<file path="src/rtl/fetch_unit_pkg.sv">
// fetch_unit_pkg
// Shared constants for the fetch stage and the D-stage decoder: reset and
// exception vectors, the legal instruction-memory window, the AdEL exception
// code, and the opcode/funct encodings of the control-transfer instructions.
// It also holds the fetch FSM state type.

package fetch_unit_pkg;

    localparam logic [31:0] RESET_PC_DEF = 32'h0000_3000;
    localparam logic [31:0] EXC_PC_DEF   = 32'h0000_4180;
    localparam logic [31:0] IM_BASE_DEF  = 32'h0000_3000;
    localparam logic [31:0] IM_LAST_DEF  = 32'h0000_6FFC;

    localparam logic [4:0] EXC_NONE = 5'd0;
    localparam logic [4:0] EXC_ADEL = 5'd4;

    localparam logic [5:0] OP_SPECIAL = 6'b000000;
    localparam logic [5:0] OP_BEQ     = 6'b000100;
    localparam logic [5:0] OP_BNE     = 6'b000101;
    localparam logic [5:0] OP_J       = 6'b000010;
    localparam logic [5:0] OP_JAL     = 6'b000011;
    localparam logic [5:0] FUNCT_JR   = 6'b001000;
    localparam logic [5:0] FUNCT_JALR = 6'b001001;

    typedef enum logic [1:0] {
        ST_FETCH = 2'd0,
        ST_READY = 2'd1,
        ST_FLUSH = 2'd2
    } fetch_state_e;

endpackage

</file>
<file path="src/rtl/fetch_unit_jmp_detect.sv">
// fetch_unit_jmp_detect
// Combinational flag for instructions that own a branch delay slot
// (beq, bne, j, jal, jr, jalr).
// Ports:
//   instr   in  32  instruction word
//   is_jmp  out 1   instruction is a branch or jump

module fetch_unit_jmp_detect
    import fetch_unit_pkg::*;
(
    input  logic [31:0] instr,
    output logic        is_jmp
);

    logic [5:0] op;
    logic [5:0] funct;
    logic       unused_mid;

    assign op         = instr[31:26];
    assign funct      = instr[5:0];
    assign unused_mid = ^instr[25:6];

    always_comb begin
        is_jmp = 1'b0;
        case (op)
            OP_BEQ, OP_BNE, OP_J, OP_JAL: is_jmp = 1'b1;
            OP_SPECIAL: is_jmp = (funct == FUNCT_JR) || (funct == FUNCT_JALR);
            default: is_jmp = 1'b0;
        endcase
    end

endmodule

</file>
<file path="src/rtl/fetch_unit.sv">
// fetch_unit
// F-stage producer for the F/D pipeline register. Owns the PC, fetches over a
// req/ack handshake, and presents pc/instr/delay-slot/exception to D.
// Ports:
//   clk, reset (async, active low)
//   stall               D register not accepting
//   Req, eret, epc      exception entry / exception return redirects
//   branch_taken/target taken control transfer resolved in D
//   i_req, i_addr       instruction-memory request and word address
//   i_rdata, i_ack      returned word and one-cycle completion pulse
//   F_valid, F_pc, F_instr, F_DelaySlot, F_EXCcode   presented instruction
//
// state    | meaning
// ---------+---------------------------------------------------------------
// ST_FETCH | requesting word at pc (or flagging AdEL without a request)
// ST_READY | instruction presented to D, waiting for !stall
// ST_FLUSH | redirected with a request in flight; drain it, drop the data

module fetch_unit
    import fetch_unit_pkg::*;
#(
    parameter logic [31:0] RESET_PC = RESET_PC_DEF,
    parameter logic [31:0] EXC_PC   = EXC_PC_DEF,
    parameter logic [31:0] IM_BASE  = IM_BASE_DEF,
    parameter logic [31:0] IM_LAST  = IM_LAST_DEF
) (
    input  logic        clk,
    input  logic        reset,
    input  logic        stall,
    input  logic        Req,
    input  logic        eret,
    input  logic [31:0] epc,
    input  logic        branch_taken,
    input  logic [31:0] branch_target,
    output logic        i_req,
    output logic [31:0] i_addr,
    input  logic [31:0] i_rdata,
    input  logic        i_ack,
    output logic        F_valid,
    output logic [31:0] F_pc,
    output logic [31:0] F_instr,
    output logic        F_DelaySlot,
    output logic [4:0]  F_EXCcode
);

    fetch_state_e state_q, state_d;
    logic [31:0]  pc_q, pc_d;
    logic [31:0]  instr_q, instr_d;
    logic [4:0]   exc_q, exc_d;
    logic         ds_q, ds_d;
    logic         pend_valid_q, pend_valid_d;
    logic [31:0]  pend_target_q, pend_target_d;
    logic [31:0]  flush_addr_q, flush_addr_d;

    logic         adel;
    logic         instr_is_jmp;
    logic         redirect;
    logic [31:0]  redirect_pc;
    logic [31:0]  next_pc;

    fetch_unit_jmp_detect u_jmp_detect (
        .instr  (instr_q),
        .is_jmp (instr_is_jmp)
    );

    // pc+4 is allowed to wrap; the range check turns a wrapped pc into AdEL.
    assign adel        = (pc_q[1:0] != 2'b00) || (pc_q < IM_BASE) || (pc_q > IM_LAST);
    assign redirect    = Req | eret;
    assign redirect_pc = Req ? EXC_PC : epc;
    assign next_pc     = pend_valid_q ? pend_target_q : pc_q + 32'd4;

    always_ff @(posedge clk or negedge reset) begin
        if (!reset) begin
            state_q       <= ST_FETCH;
            pc_q          <= RESET_PC;
            instr_q       <= 32'h0;
            exc_q         <= EXC_NONE;
            ds_q          <= 1'b0;
            pend_valid_q  <= 1'b0;
            pend_target_q <= 32'h0;
            flush_addr_q  <= 32'h0;
        end else begin
            state_q       <= state_d;
            pc_q          <= pc_d;
            instr_q       <= instr_d;
            exc_q         <= exc_d;
            ds_q          <= ds_d;
            pend_valid_q  <= pend_valid_d;
            pend_target_q <= pend_target_d;
            flush_addr_q  <= flush_addr_d;
        end
    end

    always_comb begin
        state_d       = state_q;
        pc_d          = pc_q;
        instr_d       = instr_q;
        exc_d         = exc_q;
        ds_d          = ds_q;
        pend_valid_d  = pend_valid_q;
        pend_target_d = pend_target_q;
        flush_addr_d  = flush_addr_q;

        if (branch_taken) begin
            pend_valid_d  = 1'b1;
            pend_target_d = branch_target;
        end

        case (state_q)
            ST_FETCH: begin
                if (adel) begin
                    instr_d = 32'h0;
                    exc_d   = EXC_ADEL;
                    state_d = ST_READY;
                end else if (i_ack) begin
                    instr_d = i_rdata;
                    exc_d   = EXC_NONE;
                    state_d = ST_READY;
                end
            end
            ST_READY: begin
                if (!stall) begin
                    // A pending target is consumed by exactly one handoff: the delay slot.
                    pc_d         = next_pc;
                    ds_d         = instr_is_jmp;
                    pend_valid_d = 1'b0;
                    state_d      = ST_FETCH;
                end
            end
            ST_FLUSH: begin
                if (i_ack) begin
                    state_d = ST_FETCH;
                end
            end
            default: state_d = ST_FETCH;
        endcase

        // Redirects win over the handoff and over stall.
        if (redirect) begin
            pc_d         = redirect_pc;
            ds_d         = 1'b0;
            pend_valid_d = 1'b0;
            case (state_q)
                ST_FETCH: begin
                    if (adel || i_ack) begin
                        state_d = ST_FETCH;
                    end else begin
                        state_d      = ST_FLUSH;
                        flush_addr_d = pc_q;
                    end
                end
                ST_FLUSH: state_d = ST_FLUSH;
                default:  state_d = ST_FETCH;
            endcase
        end
    end

    always_comb begin
        i_req       = reset && (((state_q == ST_FETCH) && !adel) || (state_q == ST_FLUSH));
        i_addr      = (state_q == ST_FLUSH) ? flush_addr_q : pc_q;
        F_valid     = (state_q == ST_READY);
        F_pc        = pc_q;
        F_instr     = F_valid ? instr_q : 32'h0;
        F_DelaySlot = F_valid & ds_q;
        F_EXCcode   = F_valid ? exc_q : EXC_NONE;
    end

endmodule

</file>
<file path="config.mk">
export PLATFORM = sky130hd
export DESIGN_NAME = fetch_unit
export DESIGN_NICKNAME = d
export VERILOG_FILES = /design/src/rtl/fetch_unit_pkg.sv /design/src/rtl/fetch_unit_jmp_detect.sv /design/src/rtl/fetch_unit.sv
export SDC_FILE = /design/constraint.sdc
export NUM_CORES = 1
export LEC_CHECK = 0
export ABC_AREA = 1
export CAP_MARGIN = 20
export CORE_MARGIN = 2
export CORE_UTILIZATION = 53
export CTS_CLUSTER_SIZE = 10
export DETAILED_ROUTE_END_ITERATION = 8
export PLACE_DENSITY_LB_ADDON = 0.2
export SLEW_MARGIN = 20
export SYNTH_ARGS = -nofsm -noshare
export SYNTH_HDL_FRONTEND = slang
export SYNTH_SLANG_ARGS = --single-unit
</file>
<file path="constraint.sdc">
create_clock -name clk -period 3.5 [get_ports clk]
set_input_delay 0.7 -clock clk [delete_from_list [all_inputs] [get_ports clk]]
set_output_delay 0.7 -clock clk [all_outputs]
set_load 0.01 [all_outputs]
</file>
* Yosys cells after proc, flatten, opt, wreduce, memory -nomap -nowiden
Cells that the tools add are included.
** Storage, ports and cells
- RAM bits :: 0
- Memories :: 0
- Bits in read-only memories :: 0
- Flip-flop bits (word level) :: 137
- Logic and storage cells :: 72
- Latch bits :: 0
- Input port bits :: 103
** Operators by class
- Equality and inequality tests :: 12
- Div/mod/pow operators :: 0
- Add/sub/neg operators :: 1
- Reduce and logical (&&, ||, !) cells :: 18
- $lt $le $gt $ge :: 2
- Bitwise logic cells :: 3
- Shifts and indexed selects :: 0
- Muxes and demuxes :: 28
- Multiply operators :: 0
** Operator list (count)
- $mux 32 :: 9
- $add 32x3->32 const B :: 1
- $gt 32x15->1 const B :: 1
- $lt 32x14->1 const B :: 1
- $mux 5 :: 3
- $eq 6x2->1 const B :: 2
- $eq 6x3->1 const B :: 2
- $eq 6x4->1 const B :: 2
- $mux 2 :: 6
- $mux 1 :: 7
- $logic_not 6->1 :: 1
- $pmux 2 s3 :: 1
- $reduce_and 3->1 :: 2
- $reduce_bool 2->1 :: 3
- $logic_or 1x1->1 :: 5
- $ne 4x4->1 const B :: 1
- $pmux 2 s2 :: 1
- $reduce_and 2->1 :: 2
- $reduce_or 4->1 :: 1
- $ne 3x2->1 const B :: 1
- $ne 3x3->1 const B :: 1
- $eq 2x1->1 const B :: 1
- $eq 2x2->1 const B :: 1
- $logic_and 1x1->1 :: 2
- other kinds (7) :: 7

* Longest topological paths before layout
Gate-level depths: netlist (run 1).
- Depth in word-level cells :: 7
- Mapped depth :: 10

* Cells and area by module
A second synthesis (run 1) with hierarchy kept.
** Unflattened totals
- Cell total of the unflattened synthesis :: 1052
- Area total of the unflattened synthesis :: 7517.2 µm²
** By module, submodules not included
- fetch_unit :: times used 1, cells each 1042, area an instance 7472.2 µm²
- fetch_unit_jmp_detect :: times used 1, cells each 10, area an instance 45.0 µm²

* Worst setup path before layout (run 1)
OpenSTA, ideal clock, no wires.
- Path type :: reg-to-output
- From :: register pc_q[12] (netlist: F_pc[12])
- To :: output i_req
- Cell stages (with the launch flop) :: 7
- Data required time :: 2800 ps
- Data arrival time :: 1313 ps
- Setup slack :: 1487 ps
- Path through :: dfstp_2 -> nand2_1 -> nand2_1 -> o211ai_4 -> nor2_4 -> inv_1 -> a21oi_1
** On the way
- Longest elaborated chain between the ends :: 7
- Elaborated cells on any way between the ends :: 8
** RTL lines
- start: declaration :: RTL line fetch_unit.sv:47 : logic [31:0] pc_q, pc_d;
- start signal: assignment :: RTL line fetch_unit.sv:84 : pc_q <= pc_d;
- $lt 32x14->1 :: RTL line fetch_unit.sv:67 : assign adel = (pc_q[1:0] != 2'b00) || (pc_q < IM_BASE) || (pc_q > IM_LAST);
- $logic_or 1x1->1 :: RTL line fetch_unit.sv:67
- $logic_or 1x1->1 (*) :: RTL line fetch_unit.sv:67
- $logic_not 1->1 (*) :: RTL line fetch_unit.sv:159 : i_req = reset && (((state_q == ST_FETCH) && !adel) || (state_q == ST_FLUSH));
- $logic_and 1x1->1 (*) :: RTL line fetch_unit.sv:159
- $logic_or 1x1->1 (*) :: RTL line fetch_unit.sv:159
- $logic_and 1x1->1 (*) :: RTL line fetch_unit.sv:159
- end: declaration :: RTL line fetch_unit.sv:35 : output logic i_req,
Mark *: on every way between the ends. The rest lies on a longest branch, timed or not.

* Worst setup path after layout (run 1)
- From :: register state_q[0]
- To :: output i_addr[12]
** On the way
- Longest elaborated chain between the ends :: 2
** RTL lines
- start: declaration :: RTL line fetch_unit.sv:46 : fetch_state_e state_q, state_d;
- start signal: assignment :: RTL line fetch_unit.sv:83 : state_q <= state_d;
- $eq 2x2->1 :: RTL line fetch_unit.sv:160 : i_addr = (state_q == ST_FLUSH) ? flush_addr_q : pc_q;
- $mux 32 :: RTL line fetch_unit.sv:160
- end: declaration :: RTL line fetch_unit.sv:36 : output logic [31:0] i_addr,
No other way between the ends.

==> results.toml, run 1 <==
[synth]
netlist.top_cell.by_area = "dfrtp_1"
yosys.area_share.simple_pct = 30.2
synth_xor_area_share_pct = 0.232
avgSynthCellArea_um2 = 6.97
yosysSeqAreaShare_pct = 44.1
synthTopCellsByCount = "nand2_1 (258), nor2_1 (146), inv_1 (134)"
ys_async_sr_fraction_pct = 100
synthMuxAreaShare_pct = 0.746
synth.cell_area_mm2 = 0.00755
ys_top_cells_by_area = "dfrtp_1 (43%), nand2_1 (13%), nor2_1 (7.3%), a21oi_1 (6.8%), inv_1 (6.7%)"
synth_warnings = 0
synth_compound_area_share_pct = 12.5
synth_edf_count = 0
synth_adder_area_share_pct = 0.166
ys_types = 36
ys_ff_latch = 133
synthCells = 1083
synth_top_area_share_pct = 43.4
synth.most_common_cell = "nand2_1"
synth_top_family_by_area = "simple AND/OR/NAND/NOR gates"
synthFlopType = "dfrtp_1"

[worst_setup_path]
cp_slowest_stage_delay_ns = 0.59
slowest_stage = "clkdlybuf4s50_1"
crit_fanout = 41
cp.buffers_inverters = 3
worstSetupStartpoint = "state_q[0]"
startpoint_type = "flop"
path_cells = "inv_2 -> nand2_2 -> buf_12 -> nor2_1 -> a21oi_1 -> clkdlybuf4s50_1"
worst_ep_required_time_ns = 2.80
end_kind = "primary output"
r2r_slack_ns = 1.17
rr_endpoint = "F_pc[10]"
crit_family = "buffers and inverters"
r2r_start = "F_pc[2]"
worst-r2r-cell-count = 8
crit_type = "reg -> out"
critical_path_arrival_ns = 2.36

[finish]
nets = 1363
multi_input_area_mm2 = 0.00334
ff_latch_area_mm2 = 0.00333
syn_to_final_growth_pct = 35.3
layout-drive-gt1-share_pct = 7.39
fillers = 1122
antenna_cells = 0

[floorplan]
die_area_mm2 = 0.0152
start_util_pct = 54.4
core_mm2 = 0.0139
io_pins = 207
die_w_um = 123
rows = 43
dieHeight_um = 123

[pwr]
power.density_mw_per_mm2 = 417
p_leak_nw = 4.88
p_total_mw = 4.26
ir_drop_mv = 0.333

[timing]
hold_viol_final = 0
fin_skew_ns = 0.00748
max_freq_ghz = 0.327
period_share_pct = 87.3
finalCriticalPeriod_ns = 3.06
setup_viol = 0
setup_tns_ns = 0
slew_headroom_pct = 39.9
timing.final.max_slew_violations = 0
tightest_slew_ns = 0.901
rsz0062_at_grt = "no"

[worst_hold_path]
hp-class = "reg -> reg"
min_to = "instr_q[26]"
hold_start = "instr_q[26]"
whs_path_depth = 2

[place]
gp_congestion = 0.966
portBuffers = 202
dp_hpwl_um = 16600

[global_route]
grt_pass1_wl_um = 35600
antenna_found_initial = 0
grt_max_degree = 73
overflow = 0
gr-usage-all-layers_pct = 30.5
grt_pass1_vias = 7030

[clocking]
cts-htree-levels = 4
cts.sinks = 133
cts_setup_buffers = 0
cts_buffer_depth = 2
clk_latency_ns = 0.42
cts_buffers = 17
cts_tree = "done"
cts-root-buf = "clkbuf_16"
clk_pin_slew_ns = 0.05
ctsResizeCount = 0
hold_buffers = 0

[route]
totalWireLength_um = 23100
ant_nets = 0
vias = 7679
first_pass_iters = 6
drtIter0Drc = 678
via_per_inst = 5.29
routedWlPerCell_um = 15.9
drc = 0

[flow_run]
cap_violations = 0

[run_status]
outcome = "finished, final reports clean"
-- layer usage --
metal	track usage, %	routed length [um]	vias to the layer above
met2	47.8	10800	353
met3	6.18	1910	56
met1	41.0	9690	3483
met5	0	0	-
li1	-	-	3787
met4	13.6	756	0
-- cells in the final DEF (no fill, tap or decap), types with 32 or more instances in the layout --
cell and instances:
a21oi_1 103, clkdlybuf4s50_1 200, dfrtp_1 131, inv_1 134, nand2_1 257, nand3_1 59
nand4_1 36, nor2_1 144, nor3_1 32, o21ai_0 49
-- cell families (layout without fill, tap and decap cells) --
family,Yosys count,in the layout
flops,133,133
simple gates,540,540
mux,5,5
fa+ha+maj,1,1
compound gates,176,176
other cells,1,4
buf+inv,225,411
xor+xnor,2,2
-- worst min-delay path, stage by stage, from the launching register on --
cell and delay, ns:
dfrtp_1 0.34, nand2_1 0.05, nand2_1 0.05
-- stage by stage --
step / utilization [%] / instances / area (um^2) / hold slack, ns / setup WS [ns]
floorplan: - / 1086 / 7560 / 0.404 / 1.49
global placement: 69.5 / 1420 / 9640 / 0.458 / 0.920
detailed placement: 69.5 / 1420 / 9640 / 0.460 / 0.868
CTS: 73.6 / 1452 / 10200 / 0.476 / 0.470
global route: 73.6 / 1452 / 10200 / 0.491 / 0.316
finish: 73.6 / 1452 / 10200 / 0.479 / 0.443
-- state kept, by name, summed over array words and instances (netlist names) --
name,count
F_pc,32
ds_q,1
exc_q,1
flush_addr_q,32
instr_q,32
pend_target_q,32
pend_valid_q,1
state_q,2
-- cell type report --
class                           instances  area share [%]
Tap cell                              180            2.20
Multi-Input combinational cell        728            32.7
Inverter                              163            5.99
Clock buffer                           19            4.33
Timing Repair Buffer                  216            20.9
Sequential cell                       133            32.6
Clock inverter                         13            1.30
-- worst max-delay path by stage --
stage	end	slack, ns	cells past startpoint
finish	i_addr[12]	0.44	6
global route	i_addr[20]	0.32	6
global placement	F_pc[1]	0.92	9
floorplan	i_req	1.49	6
detailed placement	F_pc[9]	0.87	8
CTS	i_addr[13]	0.47	6
-- power by group --
group	internal (mW)	switching, mW
registers	1.62	0.0985
logic	0.372	0.433
clock network	1.06	0.677
total	3.05	1.21
Power figures use the tool's default switching activity.
==> run 2: changes to the inputs <==
--- a/config.mk
+++ b/config.mk
@@ -11,6 +11,8 @@
 export CORE_UTILIZATION = 53
 export CTS_CLUSTER_SIZE = 10
 export DETAILED_ROUTE_END_ITERATION = 8
+export GPL_ROUTABILITY_DRIVEN = 0
+export GPL_TIMING_DRIVEN = 0
 export PLACE_DENSITY_LB_ADDON = 0.2
 export SLEW_MARGIN = 20
 export SYNTH_ARGS = -nofsm -noshare
==> run 2 against run 1 <==
  * Clock power rose by 10%
  * Combinational power rose by 2.9%
  * Register-to-register slack barely moved
  * Worst hold slack got worse by 0.33 ns
  * Clock skew barely moved
  * Fmax fell by 8.5%
  * First-iteration DRC count rose by 22%
  * Largest cell class unchanged
  * Largest power group unchanged
==> results.toml, run 2 (same netlist as run 1, synthesis figures left out) <==
[timing]
setup_tns_ns = 0
max_freq_ghz = 0.299
worst_slack_ns = 0.160
finalCriticalPeriod_ns = 3.34
fin_skew_ns = 0.00781
rsz0062_at_grt = "no"
hold_viol_final = 0
setup_viol = 0
period_share_pct = 95.4
timing.final.max_slew_violations = 0
slew_headroom_pct = 58.9
tightest_slew_ns = 0.617

[route]
wl_met1_um = 9350
first_pass_iters = 6
ant_nets = 0
wl_met3_um = 2200
via_per_inst = 5.45
drtIter0Drc = 828
totalWireLength_um = 23800
drc = 0
vias = 8165
wl_met2_um = 11100
routedWlPerCell_um = 15.9
maxUsedRoutingLayer = "met4"

[worst_setup_path]
worstSetupStartpoint = "state_q[0]"
cp_slowest_stage_delay_ns = 0.60
worst_ep_required_time_ns = 2.80
slowest_stage = "clkdlybuf4s50_1"
r2r_start = "F_pc[2]"
critical_path_arrival_ns = 2.64
crit_type = "reg -> out"
path_cells = "inv_2 -> nand2_1 -> clkbuf_1 -> nor2_1 -> a21oi_1 -> clkdlybuf4s50_1"
startpoint_type = "flop"
end_kind = "primary output"
crit_fanout = 10

[finish]
layout-drive-gt1-share_pct = 7.51
fin_area_mm2 = 0.0105
antenna_cells = 0
final_cell_mix = "nand2_1 (258), clkdlybuf4s50_1 (200), nor2_1 (146)"
layout_commonest_cell = "nand2_1"
nets = 1411
final_cells = 1498
fillers = 1115
syn_to_final_growth_pct = 38.6

[floorplan]
io_pins = 207
start_util_pct = 54.4
core_mm2 = 0.0139
die_w_um = 123
rows = 43
die_area_mm2 = 0.0152
dieHeight_um = 123

[clocking]
clk_pin_slew_ns = 0.06
cts_tree = "done"
cts-htree-levels = 4
hold_buffers = 0
cts-root-buf = "clkbuf_16"
cts_buffers = 17
ctsResizeCount = 0
cts_setup_buffers = 0
clk_latency_ns = 0.42
cts.sinks = 133
cts_buffer_depth = 2

[pwr]
power.switching_mw = 1.20
comb_power_share_pct = 18.6
p_sw_share_pct = 26.9
ir_drop_mv = 0.377
power.density_mw_per_mm2 = 426
clkPwrFrac_pct = 42.9
p_seq_share_pct = 38.5
p_total_mw = 4.46
internal_power_mw = 3.26
p_leak_nw = 4.99

[run_status]
outcome = "finished, final reports clean"

[place]
dp_hpwl_um = 17900
dpl.cell_count = 1468
place_area_mm2 = 0.00983
portBuffers = 201
post-place-ws_ns = 0.537

[global_route]
grt_pass1_wl_um = 36900
grt_pass1_vias = 7506
grt_max_degree = 95
gr-usage-all-layers_pct = 31.9
antenna_found_initial = 0
overflow = 0

[worst_hold_path]
hp-class = "in -> async"

[flow_run]
cap_violations = 0
-- run 2: cell count changes in the layout (fill, tap and decap cells not counted), moves of 2 or more --
cell	previous run	this run
buf_4	13	8
clkbuf_8	1	4
clkbuf_1	1	36
nor2_2	3	1
bufinv_16	2	4
nor2_1	144	146
buf_2	1	15
clkinv_2	5	1
buf_1	0	3
-- run 2: critical path: cells and delay by family, from the launching register on --
| family | cells | cell delay (ns) |
|---|---|---|
| AND/OR/NAND/NOR | 2 | 0.39 |
| AO/OA/AOI/OAI | 1 | 0.28 |
| buffers and inverters | 3 | 1.13 |
| flip-flops | 1 | 0.41 |
-- run 2: per-stage QoR --
stage          hold slack [ns]  util, %
5_1_grt                  0.158     75.4
6_report                 0.148     75.4
4_1_cts                  0.156     75.4
3_3_place_gp             0.455     70.6
3_5_place_dp             0.456     70.8
2_1_floorplan            0.404        -
-- run 2: final timing paths --
check | endpoint | cells past startpoint | slack, ns
max in group asynchronous | flush_addr_q[22] | 2 | 2.58
max | i_addr[18] | 6 | 0.16
max reg2reg | F_pc[26] | 10 | 1.18
min in group clk | flush_addr_q[0] | 2 | 0.48
min reg2reg | flush_addr_q[0] | 2 | 0.48
min | pend_target_q[1] | 1 | 0.15
-- run 2: metal layers --
metal,track usage (%),up-vias
li1,-,3883
met1,40.0,3724
met2,51.3,480
met3,7.70,78
met4,16.4,0
met5,0,-
-- run 2: layout make-up --
cell class / count / area, um^2 / area share, %
tap: 180 / 225 / 2.15
multi-input combinational: 728 / 3330 / 31.8
inverter: 163 / 612 / 5.85
timing repair buffer: 202 / 2040 / 19.5
sequential: 133 / 3330 / 31.8
clock inverter: 8 / 148 / 1.41
clock buffer: 22 / 484 / 4.63
buffer: 62 / 289 / 2.76
-- run 2: power by group through the flow --
| stage | logic (mW) | registers (mW) | clock network [mW] |
|---|---|---|---|
| 2_1_floorplan | 0.348 | 1.73 | 0 |
| 3_3_place_gp | 0.798 | 1.74 | 0 |
| 3_5_place_dp | 0.814 | 1.74 | 0 |
| 4_1_cts | 0.820 | 1.71 | 1.92 |
| 5_1_grt | 0.896 | 1.72 | 2.00 |
| 6_report | 0.828 | 1.72 | 1.92 |
==> run 3: changes to the inputs <==
--- a/config.mk
+++ b/config.mk
@@ -6,14 +6,15 @@
 export NUM_CORES = 1
 export LEC_CHECK = 0
 export ABC_AREA = 1
-export CAP_MARGIN = 20
+export CAP_MARGIN = 15
 export CORE_MARGIN = 2
 export CORE_UTILIZATION = 53
 export CTS_CLUSTER_SIZE = 10
 export DETAILED_ROUTE_END_ITERATION = 8
 export GPL_ROUTABILITY_DRIVEN = 0
 export GPL_TIMING_DRIVEN = 0
-export PLACE_DENSITY_LB_ADDON = 0.2
+export PLACE_DENSITY = 0.94
+export SKIP_CTS_REPAIR_TIMING = 1
 export SLEW_MARGIN = 20
 export SYNTH_ARGS = -nofsm -noshare
 export SYNTH_HDL_FRONTEND = slang
==> run 3 against run 2 <==
  * Core utilization shrank 0.099 points
  * Final area down 0.13%
  * Flip-flop and latch count is the same
  * Critical path type unchanged
  * Largest power group unchanged
==> results.toml, run 3 (same netlist as run 1, synthesis figures left out) <==
[run_status]
outcome = "finished, final reports clean"

[global_route]
met3_usage_pct = 7.66
gr-usage-all-layers_pct = 33.3
grt_max_degree = 100
grt_pass1_vias = 7990
antenna_found_initial = 0
overflow = 0
grt_pass1_wl_um = 38700
grtUsageMet1_pct = 39.4
grt_use_met2_pct = 53.1
grt.busiest_layer = "met2"

[worst_setup_path]
worst_ep_required_time_ns = 2.80
end_kind = "primary output"
cp_slowest_stage_delay_ns = 0.59
crit_family = "buffers and inverters"
path_cells = "inv_2 -> nand2_1 -> clkbuf_1 -> nor2_1 -> a21oi_1 -> clkdlybuf4s50_1"
crit_fanout = 10
slowest_stage = "clkdlybuf4s50_1"
startpoint_type = "flop"
crit_type = "reg -> out"
cp.buffers_inverters = 3
critical_path_arrival_ns = 2.62

[floorplan]
dieHeight_um = 123
start_util_pct = 54.4
rows = 43
core_mm2 = 0.0139
die_area_mm2 = 0.0152
die_w_um = 123
io_pins = 207

[route]
first_pass_iters = 9
drtIter0Drc = 1243
via_per_inst = 5.57
vias = 8359
routedWlPerCell_um = 16.6
drc = 0
totalWireLength_um = 24900
ant_nets = 0

[timing]
timing.final.max_slew_violations = 0
period_share_pct = 95.0
setup_tns_ns = 0
fin_skew_ns = 0.00523
slew_headroom_pct = 57.4
hold_viol_final = 0
rsz0062_at_grt = "no"
finalCriticalPeriod_ns = 3.32
max_freq_ghz = 0.301
setup_viol = 0
tightest_slew_ns = 0.640

[finish]
nets = 1411
layout-drive-gt1-share_pct = 7.73
final_cell_mix = "nand2_1 (258), clkdlybuf4s50_1 (200), nor2_1 (146)"
layout_commonest_cell = "nand2_1"
syn_to_final_growth_pct = 38.4
antenna_cells = 0

[clocking]
cts_buffers = 17
cts-root-buf = "clkbuf_16"
cts-htree-levels = 4
clk_pin_slew_ns = 0.06
cts_tree = "done"
cts.sinks = 133
cts_buffer_depth = 2
clk_latency_ns = 0.42

[flow_run]
cap_violations = 0

[worst_hold_path]
hp-class = "in -> async"

[pwr]
p_seq_share_pct = 39.1
power.density_mw_per_mm2 = 422
ir_drop_mv = 0.315
p_total_mw = 4.41
comb_power_share_pct = 19.0
internal_power_mw = 3.18
power.switching_mw = 1.23
clkPwrFrac_pct = 41.9
p_leak_nw = 4.98
p_sw_share_pct = 27.9

[place]
dp_hpwl_um = 18400
portBuffers = 201
-- run 3: cell types whose count changed in the layout (fill, tap and decap cells not counted) --
cell and delta:
clkbuf_8 -1, clkinv_2 +2, clkinvlp_4 +2, bufinv_16 -1
inv_6 +1, clkbuf_1 -1
-- run 3: layer usage --
| layer | part of all wire (%) | wire, um | vias up |
|---|---|---|---|
| li1 | - | - | 3889 |
| met1 | 37 | 9200 | 3707 |
| met2 | 45 | 11300 | 623 |
| met3 | 10 | 2590 | 140 |
| met4 | 7.1 | 1780 | 0 |
| met5 | 0 | 0 | - |
-- run 3: path summary, 6_finish.rpt --
path                               end  startpoint  depth (start not counted)  slack, ns
min                        instr_q[10]       reset                          1       0.14
max reg2reg                   F_pc[26]     F_pc[2]                         10       1.20
max                         i_addr[11]  state_q[0]                          6       0.18
min in group clk              exc_q[2]    exc_q[2]                          2       0.47
min reg2reg                   exc_q[2]    exc_q[2]                          2       0.47
max in group asynchronous     F_pc[13]       reset                          2       2.58
-- run 3: per-stage QoR --
stage / util [%] / setup slack [ns] / cell area, um^2 / std cells / hold slack (ns)
2_1_floorplan: - / 1.49 / 7560 / 1086 / 0.404
3_3_place_gp: 70.6 / -3.61 / 9800 / 1467 / 0.456
3_5_place_dp: 70.8 / 0.665 / 9830 / 1468 / 0.459
4_1_cts: 75.3 / 0.203 / 10500 / 1500 / 0.137
5_1_grt: 75.3 / 0.0537 / 10500 / 1500 / 0.152
6_report: 75.3 / 0.176 / 10500 / 1500 / 0.145
-- run 3: cell type report --
| class | instances | area (um^2) |
|---|---|---|
| fillers | 950 | 3430 |
| multi-input cells | 728 | 3330 |
| flip-flops and latches | 133 | 3330 |
| repair buffers | 202 | 2040 |
| inverters | 163 | 612 |
| clock buffers | 20 | 467 |
| plain buffers | 62 | 289 |
| well taps | 180 | 225 |
| clock inverters | 12 | 151 |
-- run 3: power by group through the flow --
stage	clock network, mW	logic [mW]	registers, mW
after global routing	1.92	0.900	1.73
after CTS	1.87	0.824	1.71
after floorplan	0	0.348	1.73
after global placement	0	0.791	1.74
after detailed placement	0	0.814	1.74
final	1.85	0.837	1.72
